[config.mk]
export PLATFORM = sky130hd
export DESIGN_NAME = display_read_server
export DESIGN_NICKNAME = d
export VERILOG_FILES = /design/src/rtl/display_pkg.sv /design/src/rtl/display_credit_counter.sv /design/src/rtl/display_read_server.sv
export SDC_FILE = /design/constraint.sdc
export NUM_CORES = 1
export LEC_CHECK = 0
export ABC_AREA = 1
export CORE_MARGIN = 1.5
export CORE_UTILIZATION = 37
export CTS_CLUSTER_SIZE = 12
export DETAILED_ROUTE_END_ITERATION = 6
export PLACE_DENSITY = 0.81
export SYNTH_ARGS = -nofsm -noshare
export SYNTH_HDL_FRONTEND = slang
export SYNTH_SLANG_ARGS = --single-unit
[constraint.sdc]
create_clock -name clock -period 2.3 [get_ports clock]
set_clock_uncertainty 0.05 [all_clocks]
set_input_delay 0.23 -clock clock [delete_from_list [all_inputs] [get_ports clock]]
set_output_delay 0.23 -clock clock [all_outputs]
set_load 0.1 [all_outputs]
[src/rtl/display_pkg.sv]
// Shared display definitions: beat geometry, read-server state encoding and
// the 128-bit DDR word beat to 96-bit packed-pixel beat conversion.
package display_pkg;

  localparam int unsigned LINE_BEATS      = 2;
  localparam int unsigned PIXELS_PER_BEAT = 4;
  localparam int unsigned PIXEL_W         = 24;
  localparam int unsigned WORD_W          = 32;
  localparam int unsigned BEAT_W          = PIXELS_PER_BEAT * WORD_W;
  localparam int unsigned PIX_BEAT_W      = PIXELS_PER_BEAT * PIXEL_W;
  localparam int unsigned CREDIT_W        = 4;

  typedef enum logic {
    ST_IDLE = 1'b0,
    ST_REQ  = 1'b1
  } state_e;

  // Drops the top (zero) byte of each {0,r,g,b} word; pixel 0 stays lowest.
  function automatic logic [PIX_BEAT_W-1:0] pack_beat(input logic [BEAT_W-1:0] words);
    logic [PIX_BEAT_W-1:0] pix;
    pix = '0;
    for (int unsigned k = 0; k < PIXELS_PER_BEAT; k++) begin
      pix[k*PIXEL_W +: PIXEL_W] = words[k*WORD_W +: PIXEL_W];
    end
    return pix;
  endfunction

endpackage

[src/rtl/display_credit_counter.sv]
// Outstanding-transaction credit counter for memMux back-door ports:
// simultaneous inc/dec cancel, decrement at zero saturates.
module display_credit_counter
  import display_pkg::*;
#(
  parameter int unsigned MAX = 8
) (
  input  logic clk_i,
  input  logic rst_i,
  input  logic inc_i,
  input  logic dec_i,
  output logic full_o,
  output logic empty_o
);

  logic [CREDIT_W-1:0] count_q, count_d;

  always_comb begin
    count_d = count_q;
    if (inc_i && !dec_i) begin
      count_d = count_q + 1'b1;
    end else if (dec_i && !inc_i && (count_q != '0)) begin
      count_d = count_q - 1'b1;
    end
  end

  always_ff @(posedge clk_i) begin
    if (rst_i) begin
      count_q <= '0;
    end else begin
      count_q <= count_d;
    end
  end

  assign full_o  = (count_q >= CREDIT_W'(MAX));
  assign empty_o = (count_q == '0);

endmodule

[src/rtl/display_read_server.sv]
// Display back-door read responder: forwards line reads to the DDR arbiter
// and repacks returned lines into pixel beats. Option: DISPLAY_READ_ORPHAN_CHECK_EN.
module display_read_server
  import display_pkg::*;
#(
  parameter int unsigned MAX_OUTSTANDING = 8,
  parameter int unsigned ADDR_W          = 26
) (
  input  logic                  clock,
  input  logic                  reset,
  input  logic                  readReq,
  input  logic [ADDR_W-1:0]     RA,
  output logic                  readAck,
  output logic [PIX_BEAT_W-1:0] RD,
  output logic                  RDready,
  output logic                  memReq,
  output logic [ADDR_W-1:0]     memAddr,
  input  logic                  memGrant,
  input  logic [BEAT_W-1:0]     memRdData,
  input  logic                  memRdValid,
  output logic                  orphanErr
);

  state_e                state_q, state_d;
  logic                  readAck_q, readAck_d;
  logic                  memReq_q, memReq_d;
  logic [ADDR_W-1:0]     memAddr_q, memAddr_d;
  logic [PIX_BEAT_W-1:0] rd_q;
  logic                  rdready_q;
  logic                  beat_q;
  logic                  credit_full, credit_empty;
  logic                  accept, grant, line_done;

  assign accept    = (state_q == ST_IDLE) && readReq && !credit_full;
  assign grant     = (state_q == ST_REQ) && memGrant;
  assign line_done = memRdValid && (beat_q == 1'(LINE_BEATS - 1));

  always_ff @(posedge clock) begin
    if (reset) begin
      state_q <= ST_IDLE;
    end else begin
      state_q <= state_d;
    end
  end

  always_comb begin
    state_d = state_q;
    case (state_q)
      ST_IDLE: if (accept) state_d = ST_REQ;
      ST_REQ:  if (grant)  state_d = ST_IDLE;
      default: state_d = ST_IDLE;
    endcase
  end

  always_comb begin
    readAck_d = 1'b0;
    memReq_d  = memReq_q;
    memAddr_d = memAddr_q;
    if (accept) begin
      readAck_d = 1'b1;
      memReq_d  = 1'b1;
      memAddr_d = RA;
    end else if (grant) begin
      memReq_d  = 1'b0;
    end
  end

  always_ff @(posedge clock) begin
    if (reset) begin
      readAck_q <= 1'b0;
      memReq_q  <= 1'b0;
      memAddr_q <= '0;
    end else begin
      readAck_q <= readAck_d;
      memReq_q  <= memReq_d;
      memAddr_q <= memAddr_d;
    end
  end

  // Return path: fixed one-cycle latency, no buffering or backpressure.
  always_ff @(posedge clock) begin
    if (reset) begin
      rd_q      <= '0;
      rdready_q <= 1'b0;
      beat_q    <= 1'b0;
    end else begin
      rdready_q <= memRdValid;
      if (memRdValid) begin
        rd_q   <= pack_beat(memRdData);
        beat_q <= ~beat_q;
      end
    end
  end

  // A completion against an empty count is an orphan and must not consume a grant.
  display_credit_counter #(
    .MAX (MAX_OUTSTANDING)
  ) u_credit (
    .clk_i   (clock),
    .rst_i   (reset),
    .inc_i   (grant),
    .dec_i   (line_done && !credit_empty),
    .full_o  (credit_full),
    .empty_o (credit_empty)
  );

`ifdef DISPLAY_READ_ORPHAN_CHECK_EN
  logic orphan_q;

  always_ff @(posedge clock) begin
    if (reset) begin
      orphan_q <= 1'b0;
    end else if ((memRdValid && credit_empty && !beat_q) || (memGrant && !memReq_q)) begin
      orphan_q <= 1'b1;
    end
  end

  assign orphanErr = orphan_q;
`else
  assign orphanErr = 1'b0;
`endif

  assign readAck = readAck_q;
  assign memReq  = memReq_q;
  assign memAddr = memAddr_q;
  assign RD      = rd_q;
  assign RDready = rdready_q;

endmodule

======== Word level (Yosys, flattened, before mapping) ========
Index checks and enable logic that the tools add are counted.
word-level totals
  register bits after elaboration ......... 131
  logic and storage cells ................. 36
  input port bits ......................... 159
cells by class
  reductions and logical operators ........ 16
  order comparisons ....................... 1
  multiplexer cells ....................... 7
  bitwise gates (word level) .............. 2
  add/sub/neg operators ................... 2
operator list
  operator             count
  $logic_and 1x1->1    8
  $mux 4               2
  $add 4x1->4 const B  1
  $ge 4x4->1 const B   1
  $logic_not 1->1      4
  $logic_not 4->1      1
  $mux 1               4
  $reduce_bool 2->1    2
  $reduce_bool 4->1    1
  $sub 4x1->4 const B  1
  $not 1->1            2
  $pmux 1 s2           1

======== Longest topological paths before layout ========
  depth in word-level cells ............... 7
  mapped depth ............................ 15

======== Modules after synthesis ========
A second synthesis with hierarchy kept.
unflattened totals
  cell total of the unflattened synthesis .. 648
  area total of the unflattened synthesis .. 4895.9 um2
modules (own cells, without submodules)
  module                  cells an instance  area an instance (um2)  instances  sequential area each (um2)
  display_read_server     604                4598.2                  1          2542.4
  display_credit_counter  44                 297.8                   1          80.1

======== Worst setup path after synthesis ========
OpenSTA, ideal clock, no wires.
  kind .................................... in2reg
  from .................................... in memRdValid
  to ...................................... reg u_credit.count_q[3]
  stages .................................. 14
  buffers on the path ..................... 2
  setup slack ............................. 0.530 ns
  arrival ................................. 1.605 ns
  data required time ...................... 2.135 ns
  path through ............................ buf_6 buf_6 nand2_2 inv_2 nand2_1 nand2_2 ha_1 or2_2 nand2_1 inv_1 nand2_1 nand3_1 nand2_1 nor2_1
on the way
  longest elaborated chain between the ends .. 5
RTL lines
  what                                                  line                                                        text
  start, declared                                       display_read_server.sv:20                                   input logic memRdValid,
  $logic_and 1x1->1 *                                   display_read_server.sv:36                                   assign line_done = memRdValid && (beat_q == 1'(LINE_BEATS - 1));
  $logic_and 1x1->1 *                                   display_read_server.sv:102                                  .dec_i (line_done && !credit_empty),
  $logic_not 1->1 or $logic_and 1x1->1 (tied branches)  display_credit_counter.sv:20, display_credit_counter.sv:22
  $logic_and 1x1->1, on equally long branches           display_credit_counter.sv:20, display_credit_counter.sv:22
  $mux 4 or $reduce_bool 2->1 (tied branches)           -
  end signal, assigned                                  display_credit_counter.sv:31                                count_q <= count_d;
  end, declared                                         display_credit_counter.sv:16                                logic [CREDIT_W-1:0] count_q, count_d;
Mark *: on every way between the ends. The rest lies on a longest branch, timed or not.
A chain may end at the register's enable or synchronous reset.

======== Final worst setup path ========
  from .................................... reg u_credit.count_q[3]
  to ...................................... reg u_credit.count_q[3]
on the way
  longest elaborated chain between the ends .. 6
RTL lines
  what
  parallel branches: the longest is 6 deep, another holds $sub 4x1->4
Several ways; the timed one is not identified. The select of a mux whose other input is x is not followed.

==> flow_results.xml <==
<?xml version="1.0" encoding="UTF-8"?>
<metrics>
  <group name="layout">
    <metric name="finalCoreUtilization" unit="%">61.7</metric>
    <metric name="final_nets" unit="">987</metric>
    <metric name="final_design_area_no_fill" unit="mm2">0.00747</metric>
    <metric name="layout.cells.non_filler" unit="">1006</metric>
    <metric name="mostFrequentLayoutCell" unit="">sky130_fd_sc_hd__nor2_1</metric>
    <metric name="layout.filler_cells" unit="">1102</metric>
    <metric name="final_cell_mix" unit="">sky130_fd_sc_hd__nor2_1, sky130_fd_sc_hd__dfxtp_1, sky130_fd_sc_hd__buf_4</metric>
    <metric name="syn_to_final_growth" unit="%">61.0</metric>
    <metric name="post_route_cells_drive_above_1_share" unit="%">19.7</metric>
  </group>
  <group name="setup_path">
    <metric name="cell_repeated_most_along_the_worst_path" unit="">sky130_fd_sc_hd__nand2_1</metric>
    <metric name="required" unit="ps">2550</metric>
    <metric name="rr_startpoint" unit="">u_credit.count_q[3]$_SDFFE_PP0P_</metric>
    <metric name="critical_path_arrival" unit="ps">2130</metric>
    <metric name="path_max_fanout" unit="">5</metric>
    <metric name="rr_worst_depth" unit="">12</metric>
    <metric name="startpoint" unit="">u_credit.count_q[3]$_SDFFE_PP0P_</metric>
    <metric name="timing.setup.critical_path_class" unit="">reg -&gt; reg</metric>
    <metric name="worst-path-buf-inv" unit="">1</metric>
    <metric name="timing.critical_path.max_delay_family" unit="">simple AND/OR/NAND/NOR gates</metric>
    <metric name="cp.depth" unit="">12</metric>
    <metric name="largest_incremental_delay_on_the_critical_path" unit="ps">350</metric>
    <metric name="cpMaxStageDelayCell" unit="">sky130_fd_sc_hd__dfxtp_1</metric>
    <metric name="cp-start-kind" unit="">flop</metric>
    <metric name="setup.reg_to_reg.worst_slack" unit="ps">430</metric>
    <metric name="crit_chain" unit="">nor2_1 &gt; nand2_1 &gt; nand2_1 &gt; nand2_2 &gt; ha_1 &gt; or2_2 &gt; nand2_1 &gt; inv_1 &gt; nand2_1 &gt; nand3_1 &gt; nand2_1 &gt; nor2_1</metric>
    <metric name="setup.worst_path.end_class" unit="">flop</metric>
    <metric name="worst_r2r_endpoint" unit="">u_credit.count_q[3]$_SDFFE_PP0P_</metric>
  </group>
  <group name="hold_path">
    <metric name="hold-path-endpoint" unit="">beat_q$_SDFFE_PP0P_</metric>
    <metric name="hold-path-cell-count" unit="">4</metric>
    <metric name="hold_path_startpoint" unit="">memRdValid</metric>
    <metric name="hp-class" unit="">in -&gt; reg</metric>
  </group>
  <group name="global_route">
    <metric name="grt_pass1_vias" unit="">4408</metric>
    <metric name="antenna_found_initial" unit="">1</metric>
    <metric name="wire_length_of_the_first_global_routing_pass" unit="um">21300</metric>
    <metric name="largest_net_degree_at_the_start_of_global_routing" unit="">98</metric>
    <metric name="global_route.usage.total" unit="%">20.5</metric>
    <metric name="grt.overflow.total" unit="">0</metric>
  </group>
  <group name="timing">
    <metric name="fin_tns_setup" unit="ps">0</metric>
    <metric name="final.min_clock_period" unit="ps">1870</metric>
    <metric name="worst_slew_margin_rel" unit="%">42.1</metric>
    <metric name="period_share" unit="%">81.5</metric>
    <metric name="whs" unit="ps">76.9</metric>
    <metric name="grt_setup_unrepaired" unit="">false</metric>
    <metric name="setup_slack" unit="ps">425</metric>
    <metric name="report.final.setup_viol" unit="">0</metric>
    <metric name="hold_viol" unit="">0</metric>
    <metric name="worstMarginPinSlew" unit="ps">869</metric>
    <metric name="max_clock_freq" unit="MHz">533</metric>
    <metric name="slew_viol_final" unit="">0</metric>
  </group>
  <group name="placement">
    <metric name="routabilityCongestion" unit="">0.754</metric>
    <metric name="placement.setup.worst_slack" unit="ps">158</metric>
    <metric name="placedInstanceArea" unit="mm2">0.00690</metric>
    <metric name="placedCellCount" unit="">974</metric>
    <metric name="port-buffer-count" unit="">251</metric>
    <metric name="total_half_perimeter_wirelength_after_legalization_and_detailed_placement" unit="um">9010</metric>
  </group>
  <group name="route">
    <metric name="drc" unit="">0</metric>
    <metric name="drt_first_pass_iters" unit="">4</metric>
    <metric name="routed_wl" unit="um">13500</metric>
    <metric name="drt-vias-per-instance" unit="">4.63</metric>
    <metric name="routed-via-count" unit="">4653</metric>
    <metric name="drt_iter0_markers" unit="">288</metric>
    <metric name="ant_nets" unit="">0</metric>
    <metric name="avgRoutedWirePerCell" unit="um">13.4</metric>
  </group>
  <group name="clock_tree">
    <metric name="clock_sinks" unit="">131</metric>
    <metric name="root_buffer" unit="">sky130_fd_sc_hd__clkbuf_16</metric>
    <metric name="clockBufferDepth" unit="">2</metric>
    <metric name="cts-buffers-inserted" unit="">17</metric>
    <metric name="clock_insertion_delay_worst_skew" unit="ps">410</metric>
    <metric name="cts.hold.buffers_added" unit="">0</metric>
    <metric name="clkSlewWorstSetupHoldPaths" unit="ps">50</metric>
    <metric name="cts_repair_resize_count" unit="">0</metric>
    <metric name="cts_tree" unit="">yes</metric>
    <metric name="h-tree-depth" unit="">4</metric>
    <metric name="cts.repair_timing.setup_buffer_count" unit="">0</metric>
  </group>
  <group name="logic_synthesis">
    <metric name="synth_sequential_area_ratio" unit="%">56.5</metric>
    <metric name="synth.cell_area" unit="mm2">0.00464</metric>
    <metric name="postSynthCellCount" unit="">590</metric>
    <metric name="postSynthRegisterBits" unit="">131</metric>
    <metric name="netlist-cell-type-count" unit="">23</metric>
    <metric name="postSynthNetCount" unit="">752</metric>
    <metric name="yosysWarnings" unit="">0</metric>
    <metric name="per_instance_average_area_after_synthesis" unit="um2">7.86</metric>
  </group>
  <group name="power">
    <metric name="power_density" unit="mW/mm2">1070</metric>
    <metric name="total_power" unit="mW">7.98</metric>
    <metric name="cellLeakagePower" unit="nW">3.39</metric>
    <metric name="ir_drop" unit="mV">0.435</metric>
  </group>
  <group name="die">
    <metric name="floorplan.die.height" unit="um">115</metric>
    <metric name="row_count" unit="">40</metric>
    <metric name="die_extent_in_x" unit="um">115</metric>
    <metric name="core_region_area" unit="mm2">0.0121</metric>
    <metric name="boundary_pin_count" unit="">285</metric>
    <metric name="die_footprint" unit="mm2">0.0132</metric>
    <metric name="initial_utilization" unit="%">38.3</metric>
  </group>
  <group name="run_status">
    <metric name="outcome" unit="">completed</metric>
  </group>
  <group name="flow_run">
    <metric name="maxCapViolCount" unit="">0</metric>
  </group>
</metrics>
## worst max-delay path by stage
stage | to | slack (ps)
after global routing | u_credit.count_q[3]$_SDFFE_PP0P_ | 240
after detailed placement | u_credit.count_q[3]$_SDFFE_PP0P_ | 160
after CTS | u_credit.count_q[3]$_SDFFE_PP0P_ | 420
after global placement | u_credit.count_q[3]$_SDFFE_PP0P_ | 200
final | u_credit.count_q[3]$_SDFFE_PP0P_ | 430
after floorplan | u_credit.count_q[3]$_SDFFE_PP0P_ | 530
## sequential cells by signal (all words and copies together), names as in the netlist
| register | flops |
|---|---|
| RD | 96 |
| RDready | 1 |
| beat_q | 1 |
| memAddr | 26 |
| memReq | 1 |
| readAck | 1 |
| state_q | 1 |
| u_credit.count_q | 4 |
## cells by family (layout without fill, tap and decap cells)
group | count (synthesis) | in the layout | share of synthesized area, %
AOI/OAI and AO/OA | 128 | 128 | 13.9
other | 1 | 2 | 0.0809
and+or+nand+nor | 275 | 275 | 22.8
buffers and inverters | 51 | 298 | 5.53
adders and majority gates | 3 | 3 | 0.971
DFF | 131 | 131 | 56.5
xor gates and xnor gates | 1 | 1 | 0.189
## Yosys cell counts
| library cell | n | area share (%) |
|---|---|---|
| sky130_fd_sc_hd__clkbuf_2 | 2 | 0.22 |
| sky130_fd_sc_hd__clkbuf_1 | 21 | 1.7 |
| sky130_fd_sc_hd__nand2_1 | 12 | 0.97 |
| sky130_fd_sc_hd__nand3_1 | 3 | 0.32 |
| sky130_fd_sc_hd__buf_4 | 4 | 0.65 |
| sky130_fd_sc_hd__ha_1 | 2 | 0.54 |
| sky130_fd_sc_hd__clkinv_1 | 1 | 0.081 |
| sky130_fd_sc_hd__nor2_1 | 255 | 21 |
| sky130_fd_sc_hd__o21ai_0 | 125 | 13 |
| sky130_fd_sc_hd__buf_6 | 5 | 1.2 |
| sky130_fd_sc_hd__xnor2_1 | 1 | 0.19 |
| sky130_fd_sc_hd__a21oi_1 | 1 | 0.11 |
| sky130_fd_sc_hd__conb_1 | 1 | 0.081 |
| sky130_fd_sc_hd__o31ai_1 | 1 | 0.16 |
| sky130_fd_sc_hd__inv_2 | 3 | 0.24 |
| sky130_fd_sc_hd__fa_1 | 1 | 0.43 |
| sky130_fd_sc_hd__o21ai_1 | 1 | 0.11 |
| sky130_fd_sc_hd__nand2_2 | 3 | 0.40 |
| sky130_fd_sc_hd__inv_1 | 7 | 0.57 |
| sky130_fd_sc_hd__buf_2 | 8 | 0.86 |
| sky130_fd_sc_hd__dfxtp_1 | 131 | 57 |
| sky130_fd_sc_hd__nor3_4 | 1 | 0.35 |
| sky130_fd_sc_hd__or2_2 | 1 | 0.13 |
## worst min-delay path, cell delays in order
cell and delay, ps:
sky130_fd_sc_hd__buf_2 110, sky130_fd_sc_hd__nand2_2 50, sky130_fd_sc_hd__inv_2 60, sky130_fd_sc_hd__nor2_1 40
## power by group
group          leakage [nW]  internal, mW  switching (mW)
combinational          2.02         0.649            2.09
sequential             1.09          2.52           0.134
clock                 0.278          1.67           0.911
total                  3.39          4.84            3.14
## final cells by class
type | instances | area, um2 | share of cell area (%)
timing repair buffer | 256 | 2270 | 30.4
antenna | 1 | 2.50 | 0.0335
multi-input combinational | 408 | 1760 | 23.6
tap | 168 | 210 | 2.81
inverter | 11 | 41.3 | 0.553
clock inverter | 5 | 75.1 | 1.01
clock buffer | 26 | 489 | 6.55
sequential | 131 | 2620 | 35.1
## per-layer routing
| metal | vias to the layer above | track usage (%) | part of all wire, % |
|---|---|---|---|
| met1 | 2097 | 23.8 | 42 |
| li1 | 2347 | - | - |
| met2 | 182 | 33.7 | 47 |
| met3 | 27 | 8.28 | 9.4 |
| met5 | - | 0 | 0 |
| met4 | 0 | 8.48 | 2.3 |
Note: power is estimated with default switching activity, not from simulation.
